===== src/rtl/rx_lane_sched.sv =====
// rx_lane_sched: comma-based sync FSM (HUNT/ACTIVE) that distributes clean
// data bytes round-robin across four lane registers with one-cycle valid pulses.
module rx_lane_sched #(
    parameter logic [7:0]  COMMA    = 8'hBC,
    parameter int unsigned SYNC_CNT = 4,
    parameter int unsigned LOSS_CNT = 4
) (
    input  logic       clk_32f,
    input  logic       reset_L,
    input  logic [7:0] byte_in,
    input  logic       byte_stb,
    input  logic       sym_err,
    output logic [7:0] out0,
    output logic [7:0] out1,
    output logic [7:0] out2,
    output logic [7:0] out3,
    output logic       val_out0,
    output logic       val_out1,
    output logic       val_out2,
    output logic       val_out3,
    output logic       active,
    output logic [1:0] lane_ptr,
    output logic       sync_lost
);

    localparam int unsigned BCW = $clog2(SYNC_CNT + 1);
    localparam int unsigned ECW = $clog2(LOSS_CNT + 1);

    typedef enum logic {
        HUNT   = 1'b0,
        ACTIVE = 1'b1
    } state_t;

    state_t         state_q, state_d;
    logic [BCW-1:0] bc_cnt_q, bc_cnt_d;
    logic [ECW-1:0] err_cnt_q, err_cnt_d;
    logic [1:0]     lane_q, lane_d;
    logic [7:0]     out_q [4];
    logic [3:0]     val_q, val_d;
    logic           sync_lost_q, sync_lost_d;
    logic           wr_en;
    logic           err_at_limit;

    // The errored strobe that would push err_cnt to LOSS_CNT drops sync.
    assign err_at_limit = (err_cnt_q >= ECW'(LOSS_CNT - 1));

    // State register: FSM state, counters and lane pointer.
    always_ff @(posedge clk_32f or negedge reset_L) begin
        if (!reset_L) begin
            state_q   <= HUNT;
            bc_cnt_q  <= '0;
            err_cnt_q <= '0;
            lane_q    <= '0;
        end else begin
            state_q   <= state_d;
            bc_cnt_q  <= bc_cnt_d;
            err_cnt_q <= err_cnt_d;
            lane_q    <= lane_d;
        end
    end

    // Next-state logic: only strobed bytes move counters, pointer or state.
    always_comb begin
        state_d   = state_q;
        bc_cnt_d  = bc_cnt_q;
        err_cnt_d = err_cnt_q;
        lane_d    = lane_q;
        if (byte_stb) begin
            unique case (state_q)
                HUNT: begin
                    if (!sym_err && byte_in == COMMA) begin
                        if (bc_cnt_q >= BCW'(SYNC_CNT - 1)) begin
                            bc_cnt_d  = BCW'(SYNC_CNT);
                            state_d   = ACTIVE;
                            lane_d    = '0;
                            err_cnt_d = '0;
                        end else begin
                            bc_cnt_d = bc_cnt_q + BCW'(1);
                        end
                    end else begin
                        bc_cnt_d = '0;
                    end
                end
                ACTIVE: begin
                    if (sym_err) begin
                        if (err_at_limit) begin
                            state_d   = HUNT;
                            bc_cnt_d  = '0;
                            err_cnt_d = '0;
                            lane_d    = '0;
                        end else begin
                            err_cnt_d = err_cnt_q + ECW'(1);
                            lane_d    = lane_q + 2'd1;
                        end
                    end else if (byte_in == COMMA) begin
                        lane_d    = '0;
                        err_cnt_d = '0;
                    end else begin
                        lane_d    = lane_q + 2'd1;
                        err_cnt_d = '0;
                    end
                end
                default: state_d = HUNT;
            endcase
        end
    end

    // Output decode: lane write/valid pulse and sync-loss pulse for the next cycle.
    always_comb begin
        wr_en       = 1'b0;
        val_d       = '0;
        sync_lost_d = 1'b0;
        if (byte_stb && state_q == ACTIVE) begin
            if (sym_err) begin
                sync_lost_d = err_at_limit;
            end else if (byte_in != COMMA) begin
                wr_en         = 1'b1;
                val_d[lane_q] = 1'b1;
            end
        end
    end

    // Output registers: lane data holds unless written, pulses last one cycle.
    always_ff @(posedge clk_32f or negedge reset_L) begin
        if (!reset_L) begin
            for (int unsigned i = 0; i < 4; i++) begin
                out_q[i] <= '0;
            end
            val_q       <= '0;
            sync_lost_q <= 1'b0;
        end else begin
            val_q       <= val_d;
            sync_lost_q <= sync_lost_d;
            if (wr_en) begin
                out_q[lane_q] <= byte_in;
            end
        end
    end

    assign out0      = out_q[0];
    assign out1      = out_q[1];
    assign out2      = out_q[2];
    assign out3      = out_q[3];
    assign val_out0  = val_q[0];
    assign val_out1  = val_q[1];
    assign val_out2  = val_q[2];
    assign val_out3  = val_q[3];
    assign active    = (state_q == ACTIVE);
    assign lane_ptr  = lane_q;
    assign sync_lost = sync_lost_q;

endmodule


===== config.mk =====
export PLATFORM = sky130hd
export DESIGN_NAME = rx_lane_sched
export DESIGN_NICKNAME = d
export VERILOG_FILES = /design/src/rtl/rx_lane_sched.sv
export SDC_FILE = /design/constraint.sdc
export NUM_CORES = 1
export LEC_CHECK = 0
export CORE_UTILIZATION = 25
export DETAILED_ROUTE_END_ITERATION = 7
export SYNTH_ARGS = -nofsm -noshare
export SYNTH_HDL_FRONTEND = slang
export SYNTH_SLANG_ARGS = --single-unit

===== constraint.sdc =====
create_clock -name clk_32f -period 1.6 [get_ports clk_32f]
set_input_delay 0.4 -clock clk_32f [delete_from_list [all_inputs] [get_ports clk_32f]]
set_output_delay 0.4 -clock clk_32f [all_outputs]
set_load 0.03 [all_outputs]

# Word-level counts from Yosys, hierarchy flattened
# Index checks and enable logic that the tools add are counted.
[word_totals]
register_bits = 46
out_inout_bits = 40
elab_cells = 68
[op_classes]
n_addsub = 3
magnitude_cmp = 6
n_eq_ne = 6
muxes = 34
bitwise_logic = 2
n_reduce_logical = 7
[op_table]
columns = ["op", "n"]
rows = [
  ["bitwise mux 32 bit", 1],
  ["2-to-1 mux 3 bit", 8],
  ["demux 8 bit (select 2 bit)", 1],
  ["2-to-1 mux 4 bit", 3],
  ["one-hot mux 3 bit (2 select lines)", 2],
  ["2-to-1 mux 1 bit", 10],
  ["2-to-1 mux 2 bit", 5],
  ["== test 8 bit, second input constant", 1],
  ["2-to-1 mux 8 bit", 1],
  ["inequality test 8 bit, second input constant", 1],
  ["adder 3 x 1 -> 3 bit, second input constant", 2],
  [">= comparator 3 x 2 -> 1 bit, second input constant", 2],
  ["inequality test 2 bit, second input constant", 3],
  ["AND reduction 3 bit", 2],
  ["logical AND 1 bit", 4],
  ["one-hot mux 2 bit (2 select lines)", 1],
  [">= comparator 3 bit, second input constant", 1],
  ["< comparator 2 x 3 -> 1 bit, second input constant", 1],
  ["< comparator 3 x 1 -> 1 bit, second input constant", 1],
  ["inverter 2 -> 3 bit", 1],
  ["adder 2 x 1 -> 2 bit, second input constant", 1],
  ["demux 1 bit (select 2 bit)", 1],
  [">= comparator 2 x 1 -> 1 bit, second input constant", 1],
  ["inequality test 2 x 1 -> 1 bit, second input constant", 1],
  ["3 further kinds", 3],
]

# Logic depth before layout (Yosys ltp)
# Gate-level depths: netlist (run 1).
[depth]
depth_word = 7
depth_mapped = 5
depth_no_buf = 5

# Worst setup path before layout (run 1)
# Ideal clock, no wire load.
[synth_timing]
path_kind = "reg-to-reg"
from = "register state_q (netlist: active)"
to = "register out_q (netlist bit out0[0])"
t_arrival_ns = 1.533
t_required_ns = 1.475
slack_ns = -0.058
path_stages_with_launch = 6
path_buffers = 2
synth_period_minus_slack_ns = 1.658
cell_sequence = "dfrtp_1 and2_1 buf_2 o2111a_1 buf_6 mux2_4"
[synth_between]
elab_chain_len = 2
[synth_lines]
columns = ["element", "line", "rtl"]
rows = [
  ["from (decl)", "34", "state_t state_q, state_d;"],
  ["from (signal assigned)", "55", "state_q <= state_d;"],
  ["logical AND 1 bit", "113", "if (byte_stb && state_q == ACTIVE) begin"],
  ["2-to-1 mux 1 bit", "113", ""],
  ["to (signal, indexed assignment)", "135", "out_q[lane_q] <= byte_in;"],
  ["to (decl)", "38", "logic [7:0] out_q [4];"],
]
# No other way between the ends.
# A chain may end at the register's enable or synchronous reset.

# Final worst setup path (run 1)
[layout_timing]
from = "input sym_err"
to = "register out_q (netlist bit out2[3])"
[layout_between]
elab_chain_len = 2
[layout_lines]
columns = ["element", "line", "rtl"]
rows = [
  ["from (decl)", "12", "input logic sym_err,"],
  ["2-to-1 mux 1 bit", "114", "if (sym_err) begin"],
  ["2-to-1 mux 1 bit", "113", ""],
]
# No other way between the ends.

==> out/metrics.cfg, run 1 <==
[clock_tree]
cts_root_buf = clkbuf_8
cts_tree = yes
cts_buffers = 5
cts.path.max_buffers = 2
clk_latency_ps = 300
postCtsHoldBufs = 0
cts_max_level = 2
cts_sinks = 46
cts.clk_slew.worst_paths_ps = 90

[grt]
grt_util_all_layers = 0.114
grt_max_degree = 22
overflow = 0
antenna_found_initial = 0
grt_pass1_vias = 1489
grt_pass1_wl_um = 7730

[sta]
tightest_slew_ps = 452
grt_setup_unrepaired = true
layout_min_cycle_time_ps = 1570
setup_viol_count_final = 0
fin_crit_sh = 0.981
finalHoldViolations = 0
max_freq_ghz = 0.637
relSlewSlack = 0.698
setup_ws_ps = 30.2
clock_skew_ps = 8.53
finalMaxSlewViolations = 0

[worst_hold_path]
hp-class = in2async

[die]
start_util = 0.260
core.rowCount = 33
dieWidth_um = 94.6
dieArea_sq_um = 8950
die_y_um = 94.6
io_pins = 52
core_area_sq_um = 8260

[finish]
seqCellArea_sq_um = 1150
nNetsFinal = 242
final_cell_mix = dlygate4sd2_1 (46), dfrtp_1 (44), mux2_4 (32)
syn2layout_area_growth_pct = 48.1
final_common_cell = dlygate4sd2_1
num_antenna_cells = 0
nFillCells = 820
multi_input_area_sq_um = 1020
drive_gt1_frac = 0.426
final_area_sq_um = 3180

[place]
port-buffer-count = 51
globalplace.congestion = 0.737
post-place-ws_ps = -558
hpwlAfterDp_um = 3390
place_area_sq_um = 2970

[drt]
drcViolationCount = 0
wire_per_inst_um = 15.3
vias = 1428
vias_per_cell = 4.35
drt-initial-drc-count = 43
drt_wl_total_um = 5000
first_pass_iters = 3
ant_nets = 0

[synthesis]
synth_xor_area_frac = 0
synth-edff-count = 0
yosys.area_share.simple = 0.0502
syn_area_sq_um = 2140
syn_area_per_cell_sq_um = 15.4
synthTopCellsByArea = dfrtp_1 (54%), mux2_4 (22%), ha_1 (4.7%), buf_6 (2.1%), o2111a_1 (2.1%)
synth-seq-cells = 46
syn_nets = 159
synth.top_cell.area_share = 0.537
synth-compound-area-share = 0.104
synth_ff_type = dfrtp_1
seq_area_frac_synth = 0.537
ys_types = 28
ys_async_sr_fraction = 1.00
yosys.area.top_type = dfrtp_1
synth_top_family_by_area = multiplexers
synth_warnings = 0
synth.area.mux_share = 0.224
netlist_instances = 139
yosys.area_share.adder = 0.0467

[worst_setup_path]
critPathMaxFanout = 5
r2r_slack_ps = 50
rr_endpoint = err_cnt_q[0]$_DFFE_PN0P_
worstPathRequired_ps = 1790
critPathKind = in2reg
reg2reg_from = bc_cnt_q[0]$_DFFE_PN0P_
critPathArrivalTime_ps = 1760
startpoint_type = input port
rr_worst_depth = 6
cp-end-kind = register

[power]
power_density_nw_per_um2 = 628
ir_worst_vdd_mv = 0.306
leakage_nw = 1.63

[run_status]
status = finished clean

[run]
maxCapViolCount = 0

[metal layers]
metal,vias up,track usage,share of wire
li1,686,-,-
met3,4,0.0298,0.031
met1,709,0.150,0.46
met2,29,0.188,0.50
met5,-,0,0
met4,0,0.0227,0.0050
[metrics by stage]
stage,total power [mW],utilization,cells,setup TNS (ps),hold WS [ps]
6_report,1.99,0.385,328,0,36.1
5_1_grt,2.08,0.385,328,-56.7,66.5
4_1_cts,2.02,0.367,324,0,49.7
3_5_place_dp,1.30,0.359,314,-20910,384
3_3_place_gp,1.30,0.359,314,-20620,377
2_1_floorplan,1.20,-,139,0,104
[where the power goes]
part           switching (mW)  internal, mW
clock                   0.405         0.307
combinational          0.0686        0.0510
sequential           0.000578          1.16
total                   0.474          1.52
[repair_timing]
item,in CTS,in global routing
gates cloned,0,2
endpoints found under the setup margin,81,40
gates resized for setup,53,23
pin swaps,5,11
buffers inserted,2,3
[area by class of cell]
cell class | count | area share
timing repair buffer | 82 | 0.238
multi-input combinational | 80 | 0.321
tap | 105 | 0.0414
clock buffer | 5 | 0.0217
clock inverter | 3 | 0.00670
inverter | 7 | 0.00827
sequential | 46 | 0.363
[cells by family after synthesis]
logic type / after synthesis
buf+inv: 13
mux: 32
flops: 46
fa+ha+maj: 8
compound gates: 25
simple gates: 15
[worst max-delay path by stage]
stage                                   startpoint                       to  slack, ps  cells after the start
after floorplan           err_cnt_q[0]$_DFFE_PN0P_  bc_cnt_q[2]$_DFFE_PN0P_         40                      5
final                                      sym_err      out2[3]$_DFFE_PN0P_         30                      5
after global routing      err_cnt_q[0]$_DFFE_PN0P_  lane_ptr[0]$_DFFE_PN0P_        -20                      6
after detailed placement                byte_in[1]  bc_cnt_q[0]$_DFFE_PN0P_       -560                      5
after global placement                  byte_in[1]  bc_cnt_q[0]$_DFFE_PN0P_       -530                      5
after CTS                                 byte_stb      out2[3]$_DFFE_PN0P_          2                      5
[cells in the mapped netlist, types with 2 or more instances]
master and n:
nand2b_1 2, o41ai_1 2, o2111a_1 4, inv_1 7, mux2_4 32, ha_1 8, o31ai_1 2, buf_2 2
o211ai_1 4, o32ai_1 2, o21ai_0 2, nor3_1 2, buf_6 4, dfrtp_1 46, a31oi_1 2, nand2_1 4
a211oi_2 2, and2_1 2
[flip-flops by register name, indices dropped and copies added (netlist names)]
| name | count |
|---|---|
| lane_ptr | 2 |
| sync_lost | 1 |
| out1 | 8 |
| active | 1 |
| out0 | 8 |
| out3 | 8 |
| out2 | 8 |
| err_cnt_q | 3 |
| bc_cnt_q | 3 |
| val_q | 4 |
[worst max-delay path: stages]
cell	delay, ps
clkdlybuf4s50_1	450
inv_1	170
o2111a_2	280
clkbuf_16	170
mux2_4	290
Power figures use the tool's default switching activity.
==> run 2: changes to the inputs <==
--- a/config.mk
+++ b/config.mk
@@ -6,6 +6,7 @@
 export NUM_CORES = 1
 export LEC_CHECK = 0
 export CORE_UTILIZATION = 25
+export CTS_CLUSTER_SIZE = 20
 export DETAILED_ROUTE_END_ITERATION = 7
 export SYNTH_ARGS = -nofsm -noshare
 export SYNTH_HDL_FRONTEND = slang
==> results of run 2 <==
The final DEF is identical to that of run 1; final timing and power are the same.
